--- src/rtl/cpu_bus_master.sv ---
// Byte-serial bus master: runs a 1/2/4-byte load or store as 8-bit beats with wait states.
// Optional STROBE wait timeout is compiled in with `define CPU_BUS_TIMEOUT_EN.
module cpu_bus_master #(
  parameter int ADDR_W  = 32,
  parameter int DATA_W  = 32,
  parameter int TIMEOUT = 255
) (
  input  logic              i_cpu_clk,
  input  logic              i_rst,
  input  logic              i_req_valid,
  output logic              o_req_ready,
  input  logic              i_req_we,
  input  logic [ADDR_W-1:0] i_req_addr,
  input  logic [1:0]        i_req_size,
  input  logic [DATA_W-1:0] i_req_wdata,
  output logic              o_rsp_valid,
  output logic [DATA_W-1:0] o_rsp_rdata,
  output logic              o_rsp_err,
  output logic              o_bus_clk,
  output logic              o_bus_we,
  output logic [ADDR_W-1:0] o_bus_addr,
  output logic [7:0]        o_bus_data,
  input  logic [7:0]        i_bus_data,
  input  logic              i_bus_data_ready
);

  localparam int NB = DATA_W / 8;

  localparam logic [1:0] S_IDLE   = 2'd0;
  localparam logic [1:0] S_SETUP  = 2'd1;
  localparam logic [1:0] S_STROBE = 2'd2;
  localparam logic [1:0] S_RESP   = 2'd3;

  if (TIMEOUT < 1 || (DATA_W != 8 && DATA_W != 16 && DATA_W != 32)) begin : g_bad_param
    $error("cpu_bus_master: illegal DATA_W or TIMEOUT");
  end

  logic [1:0]        state_q, state_d;
  logic              we_q, we_d;
  logic [ADDR_W-1:0] addr_q, addr_d;
  logic [DATA_W-1:0] wdata_q, wdata_d;
  logic [1:0]        last_q, last_d;
  logic [1:0]        beat_q, beat_d;
  logic [DATA_W-1:0] rdata_q, rdata_d;
  logic [DATA_W-1:0] rsp_rdata_q, rsp_rdata_d;
  logic              rsp_err_q, rsp_err_d;
`ifdef CPU_BUS_TIMEOUT_EN
  localparam int CNT_W = ($clog2(TIMEOUT + 1) > 8) ? $clog2(TIMEOUT + 1) : 8;
  logic [CNT_W-1:0]  cnt_q, cnt_d;
`endif

  logic              accept;
  logic              size_ok;
  logic              bus_act;
  logic [7:0]        wbyte;
  logic [DATA_W-1:0] rdata_cap;
  logic [DATA_W-1:0] rdata_nxt;

  assign accept  = i_req_valid && (state_q == S_IDLE);
  assign size_ok = (i_req_size != 2'd3) && ((32'd1 << i_req_size) <= 32'(NB));
  assign bus_act = (state_q == S_SETUP) || (state_q == S_STROBE);

  always_comb begin
    wbyte     = 8'h00;
    rdata_cap = rdata_q;
    for (int k = 0; k < NB; k++) begin
      if (beat_q == 2'(k)) begin
        wbyte                 = wdata_q[8*k +: 8];
        rdata_cap[8*k +: 8]   = i_bus_data;
      end
    end
    rdata_nxt = we_q ? rdata_q : rdata_cap;
  end

  always_comb begin
    state_d     = state_q;
    we_d        = we_q;
    addr_d      = addr_q;
    wdata_d     = wdata_q;
    last_d      = last_q;
    beat_d      = beat_q;
    rdata_d     = rdata_q;
    rsp_rdata_d = rsp_rdata_q;
    rsp_err_d   = rsp_err_q;
`ifdef CPU_BUS_TIMEOUT_EN
    cnt_d       = cnt_q;
`endif
    case (state_q)
      S_IDLE: begin
        if (accept) begin
          if (size_ok) begin
            we_d    = i_req_we;
            addr_d  = i_req_addr;
            wdata_d = i_req_wdata;
            // Index of the final beat: 0, 1 or 3 for 1, 2 or 4 bytes.
            last_d  = {i_req_size[1], i_req_size[1] | i_req_size[0]};
            beat_d  = 2'd0;
            rdata_d = '0;
            state_d = S_SETUP;
          end else begin
            rsp_err_d   = 1'b1;
            rsp_rdata_d = '0;
            state_d     = S_RESP;
          end
        end
      end
      S_SETUP: begin
`ifdef CPU_BUS_TIMEOUT_EN
        cnt_d   = '0;
`endif
        state_d = S_STROBE;
      end
      S_STROBE: begin
        if (i_bus_data_ready) begin
          rdata_d = rdata_nxt;
          if (beat_q == last_q) begin
            rsp_rdata_d = rdata_nxt;
            rsp_err_d   = 1'b0;
            state_d     = S_RESP;
          end else begin
            beat_d  = beat_q + 2'd1;
            state_d = S_SETUP;
          end
        end
`ifdef CPU_BUS_TIMEOUT_EN
        else if (cnt_q == CNT_W'(TIMEOUT - 1)) begin
          // This wait cycle brings the count to TIMEOUT: abort keeping captured bytes.
          rsp_rdata_d = rdata_q;
          rsp_err_d   = 1'b1;
          state_d     = S_RESP;
        end else begin
          cnt_d = cnt_q + CNT_W'(1);
        end
`endif
      end
      default: begin
        state_d = S_IDLE;
      end
    endcase
  end

  always_ff @(posedge i_cpu_clk or posedge i_rst) begin
    if (i_rst) begin
      state_q     <= S_IDLE;
      we_q        <= 1'b0;
      addr_q      <= '0;
      wdata_q     <= '0;
      last_q      <= 2'd0;
      beat_q      <= 2'd0;
      rdata_q     <= '0;
      rsp_rdata_q <= '0;
      rsp_err_q   <= 1'b0;
`ifdef CPU_BUS_TIMEOUT_EN
      cnt_q       <= '0;
`endif
    end else begin
      state_q     <= state_d;
      we_q        <= we_d;
      addr_q      <= addr_d;
      wdata_q     <= wdata_d;
      last_q      <= last_d;
      beat_q      <= beat_d;
      rdata_q     <= rdata_d;
      rsp_rdata_q <= rsp_rdata_d;
      rsp_err_q   <= rsp_err_d;
`ifdef CPU_BUS_TIMEOUT_EN
      cnt_q       <= cnt_d;
`endif
    end
  end

  // Bus outputs decode straight from state flops so reset drops them at once.
  assign o_req_ready = (state_q == S_IDLE);
  assign o_rsp_valid = (state_q == S_RESP);
  assign o_rsp_rdata = rsp_rdata_q;
  assign o_rsp_err   = rsp_err_q;
  assign o_bus_clk   = (state_q == S_STROBE);
  assign o_bus_we    = bus_act && we_q;
  assign o_bus_addr  = bus_act ? (addr_q + ADDR_W'(beat_q)) : '0;
  assign o_bus_data  = (bus_act && we_q) ? wbyte : 8'h00;

endmodule
--- config.mk ---
export PLATFORM = sky130hd
export DESIGN_NAME = cpu_bus_master
export DESIGN_NICKNAME = d
export VERILOG_FILES = /design/src/rtl/cpu_bus_master.sv
export SDC_FILE = /design/constraint.sdc
export NUM_CORES = 1
export LEC_CHECK = 0
export CORE_MARGIN = 5
export CORE_UTILIZATION = 50
export CTS_CLUSTER_DIAMETER = 120
export CTS_CLUSTER_SIZE = 24
export DETAILED_ROUTE_END_ITERATION = 10
export PLACE_DENSITY = 0.83
export SYNTH_ARGS = -nofsm -noshare
export SYNTH_HDL_FRONTEND = slang
export SYNTH_SLANG_ARGS = --single-unit
--- constraint.sdc ---
create_clock -name i_cpu_clk -period 6.1 [get_ports i_cpu_clk]
set_clock_uncertainty 0.05 [all_clocks]
set_input_delay 1.22 -clock i_cpu_clk [delete_from_list [all_inputs] [get_ports i_cpu_clk]]
set_output_delay 1.22 -clock i_cpu_clk [all_outputs]
set_load 0.01 [all_outputs]
==> metrics.yaml <==
finish:
  drive_gt1_frac: 0.1731
  syn2layout_area_growth_pct: 30.59
  nets: 904
  finish.utilization: 0.6705
sta:
  fin_crit_sh: 0.8117
  finalMaxSlewViolations: 0
  slew_headroom: 0.3376
  hold_ws_ps: 453.3
  tns_ps: 0
  hold_viol_final: 0
  min_period_ps: 4951
  fmax_mhz: 202.0
  setup_viol: 0
  tightest_slew_ps: 993.6
  rsz0062_at_grt: "false"
die:
  coreArea_um2: 13990
  rows: 43
  dieHeight_um: 129.9
  die_w_um: 129.9
  dieArea_um2: 16860
  num_io_pins: 156
  initial_utilization: 0.5134
synth:
  synth_area_leaders: "dfrtp_1, mux2_2, nand2_1, a22o_1, a21boi_0"
  yosys.area.top_type: "dfrtp_1"
  synth_cell_type_count: 49
  synth.most_common_cell: "dfrtp_1"
  synth.top_cell.area_share: 0.4739
  synth_warnings: 0
  syn_inst: 685
  synth_nets: 776
  synth.avg_cell_area_um2: 10.48
  synth-edff-count: 0
  synth_seq_cells: 136
  synth-async-reset-ratio: 1.000
  synth_common_cells: "dfrtp_1, mux2_2, nand2_1, o21ai_0, clkbuf_1"
  syn_area_um2: 7182
  yosysSeqAreaShare: 0.4739
  ys.flop_type: "dfrtp_1"
placed_design:
  dp.final_hpwl_um: 12950
  port_buffers: 155
  gp_congestion: 0.9208
critical_path:
  cp-start-kind: "flip-flop"
  cp.arrival_ps: 3680
  r2r-start: "state_q[0]"
  path_cells: "ha_1 -> inv_1 -> fa_1 -> nand4b_1 -> or2_2 -> or4_1 -> a21oi_1 -> clkdlybuf4s50_1"
  path_buf_inv: 2
  reg2reg_depth: 8
  max_stage_delay_ps: 580
  r2r_end: "rdata_q[15]"
  crit_type: "flip-flop to output pin"
  critPathTopFamily: "simple AND/OR/NAND/NOR gates"
  required_ps: 4830
  worstPathMaxFanout: 16
  cp-end-kind: "output pin"
  rrSetupSlack_ps: 3190
  crit_slowest_cell: "clkdlybuf4s50_1"
routing:
  drcViolationCount: 0
  first_iter_violations: 430
  wl_per_cell_um: 18.68
  firstDrtPassIters: 5
  ant_nets: 0
  routed_wl_um: 18810
  avgViaCountPerCell: 5.833
  vias: 5874
grt:
  grt_pass1_wl_um: 30170
  antenna_found_initial: 1
  grt_pass1_vias: 5931
  overflow: 0
  grt.total_usage: 0.2268
  grt_max_degree: 87
hold_path:
  min_to: "wdata_q[2]"
  min_from: "wdata_q[2]"
  hold_depth: 1
  hold_path_class: "flip-flop to flip-flop"
pwr:
  finalPower_mw: 4.733
  seqPwrFrac: 0.317
  pwr-share-clk: 0.208
  switchingPower_mw: 1.808
  switching_share: 0.3820
  vdd_ir_drop_max_v: 0.0002892
  powerDensity_nw_per_um2: 504.7
  intPower_mw: 2.925
  combinationalPowerShare: 0.475
  p_leak_nw: 3.846
clock_network:
  tritoncts: "done"
  cts_resized: 0
  insertion_delay_ps: 430
  clockBufferDepth: 2
  cts_setup_buffers: 0
  htreeDepth: 4
  cts_inserted_buffers: 17
  cts_hold_buf: 0
  clk_pin_slew_worst_paths_ps: 60
  cts.sinks: 136
  clock-root-buffer: "clkbuf_16"
run_status:
  status: "finished clean"
run:
  drv_cap: 0
==> logic make-up after synthesis <==
group | count (synthesis) | share of synthesized area
fa+ha+maj | 12 | 0.02195
simple gates | 178 | 0.1251
buf+inv | 72 | 0.03920
xor+xnor | 13 | 0.01585
flops | 136 | 0.4739
compound gates | 173 | 0.1660
mux | 101 | 0.1580
==> how the worst max path moves through the flow <==
| stage | slack, ps | start | depth (start not counted) | end |
|---|---|---|---|---|
| 2_1_floorplan | 1190 | i_rst | 1 | addr_q[0] |
| 3_3_place_gp | 1720 | beat_q[0] | 8 | o_bus_addr[26] |
| 3_5_place_dp | 1600 | beat_q[0] | 8 | o_bus_addr[22] |
| 4_1_cts | 1150 | beat_q[0] | 8 | o_bus_addr[22] |
| 5_1_grt | 990 | beat_q[0] | 8 | o_bus_addr[24] |
| 6_report | 1150 | beat_q[0] | 8 | o_bus_addr[22] |
==> per-layer routing <==
metal	vias up	GRT usage	wire (um)
met2	188	0.3688	9154
met1	2917	0.2894	7914
met4	0	0.1033	672
li1	2725	-	-
met3	44	0.05280	1069
met5	-	0	0
==> flip-flops by register name, indices dropped and copies added, names as in the netlist <==
register,flops
addr_q,32
last_q,2
o_rsp_err,1
state_q,2
rdata_q,32
we_q,1
wdata_q,32
beat_q,2
o_rsp_rdata,32
==> metrics by stage <==
stage / worst slack [ps] / area, um2 / cells
floorplan: 1191 / 7182 / 685
global placement: 1719 / 8810 / 974
detailed placement: 1602 / 8810 / 974
CTS: 1147 / 9376 / 1006
global route: 988.3 / 9379 / 1007
finish: 1149 / 9379 / 1007
==> placed cells by master, fill, tap and decap left out, types with 9 or more instances in the layout <==
cell and count:
a22o_1 33, dfrtp_1 136, ha_1 10, a21oi_1 26, clkbuf_16 17, mux2_2 99
nand3_1 11, inv_1 20, a211o_1 9, nand2_1 89, o21ai_0 41, xnor2_1 11
o31ai_1 9, nor2_1 15, a21boi_0 32, or4_1 9, clkdlybuf4s50_1 155
==> final cells by class <==
class / instances / area, um2
antenna: 1 / 2.502
clock buffer: 17 / 425.4
clock inverter: 15 / 141.4
fill: 1056 / 4609
inverter: 22 / 87.58
multi-input combinational: 477 / 3512
sequential: 136 / 3403
tap: 180 / 225.2
timing repair buffer: 159 / 1582
==> power by group through the flow <==
stage / logic, mW / registers [mW] / clock network [mW]
3_5_place_dp: 2.24 / 1.51 / 0
4_1_cts: 2.26 / 1.50 / 0.998
6_report: 2.25 / 1.50 / 0.984
5_1_grt: 2.44 / 1.54 / 1.04
2_1_floorplan: 1.43 / 1.44 / 0
3_3_place_gp: 2.18 / 1.48 / 0
Note: power is estimated with default switching activity, not from simulation.
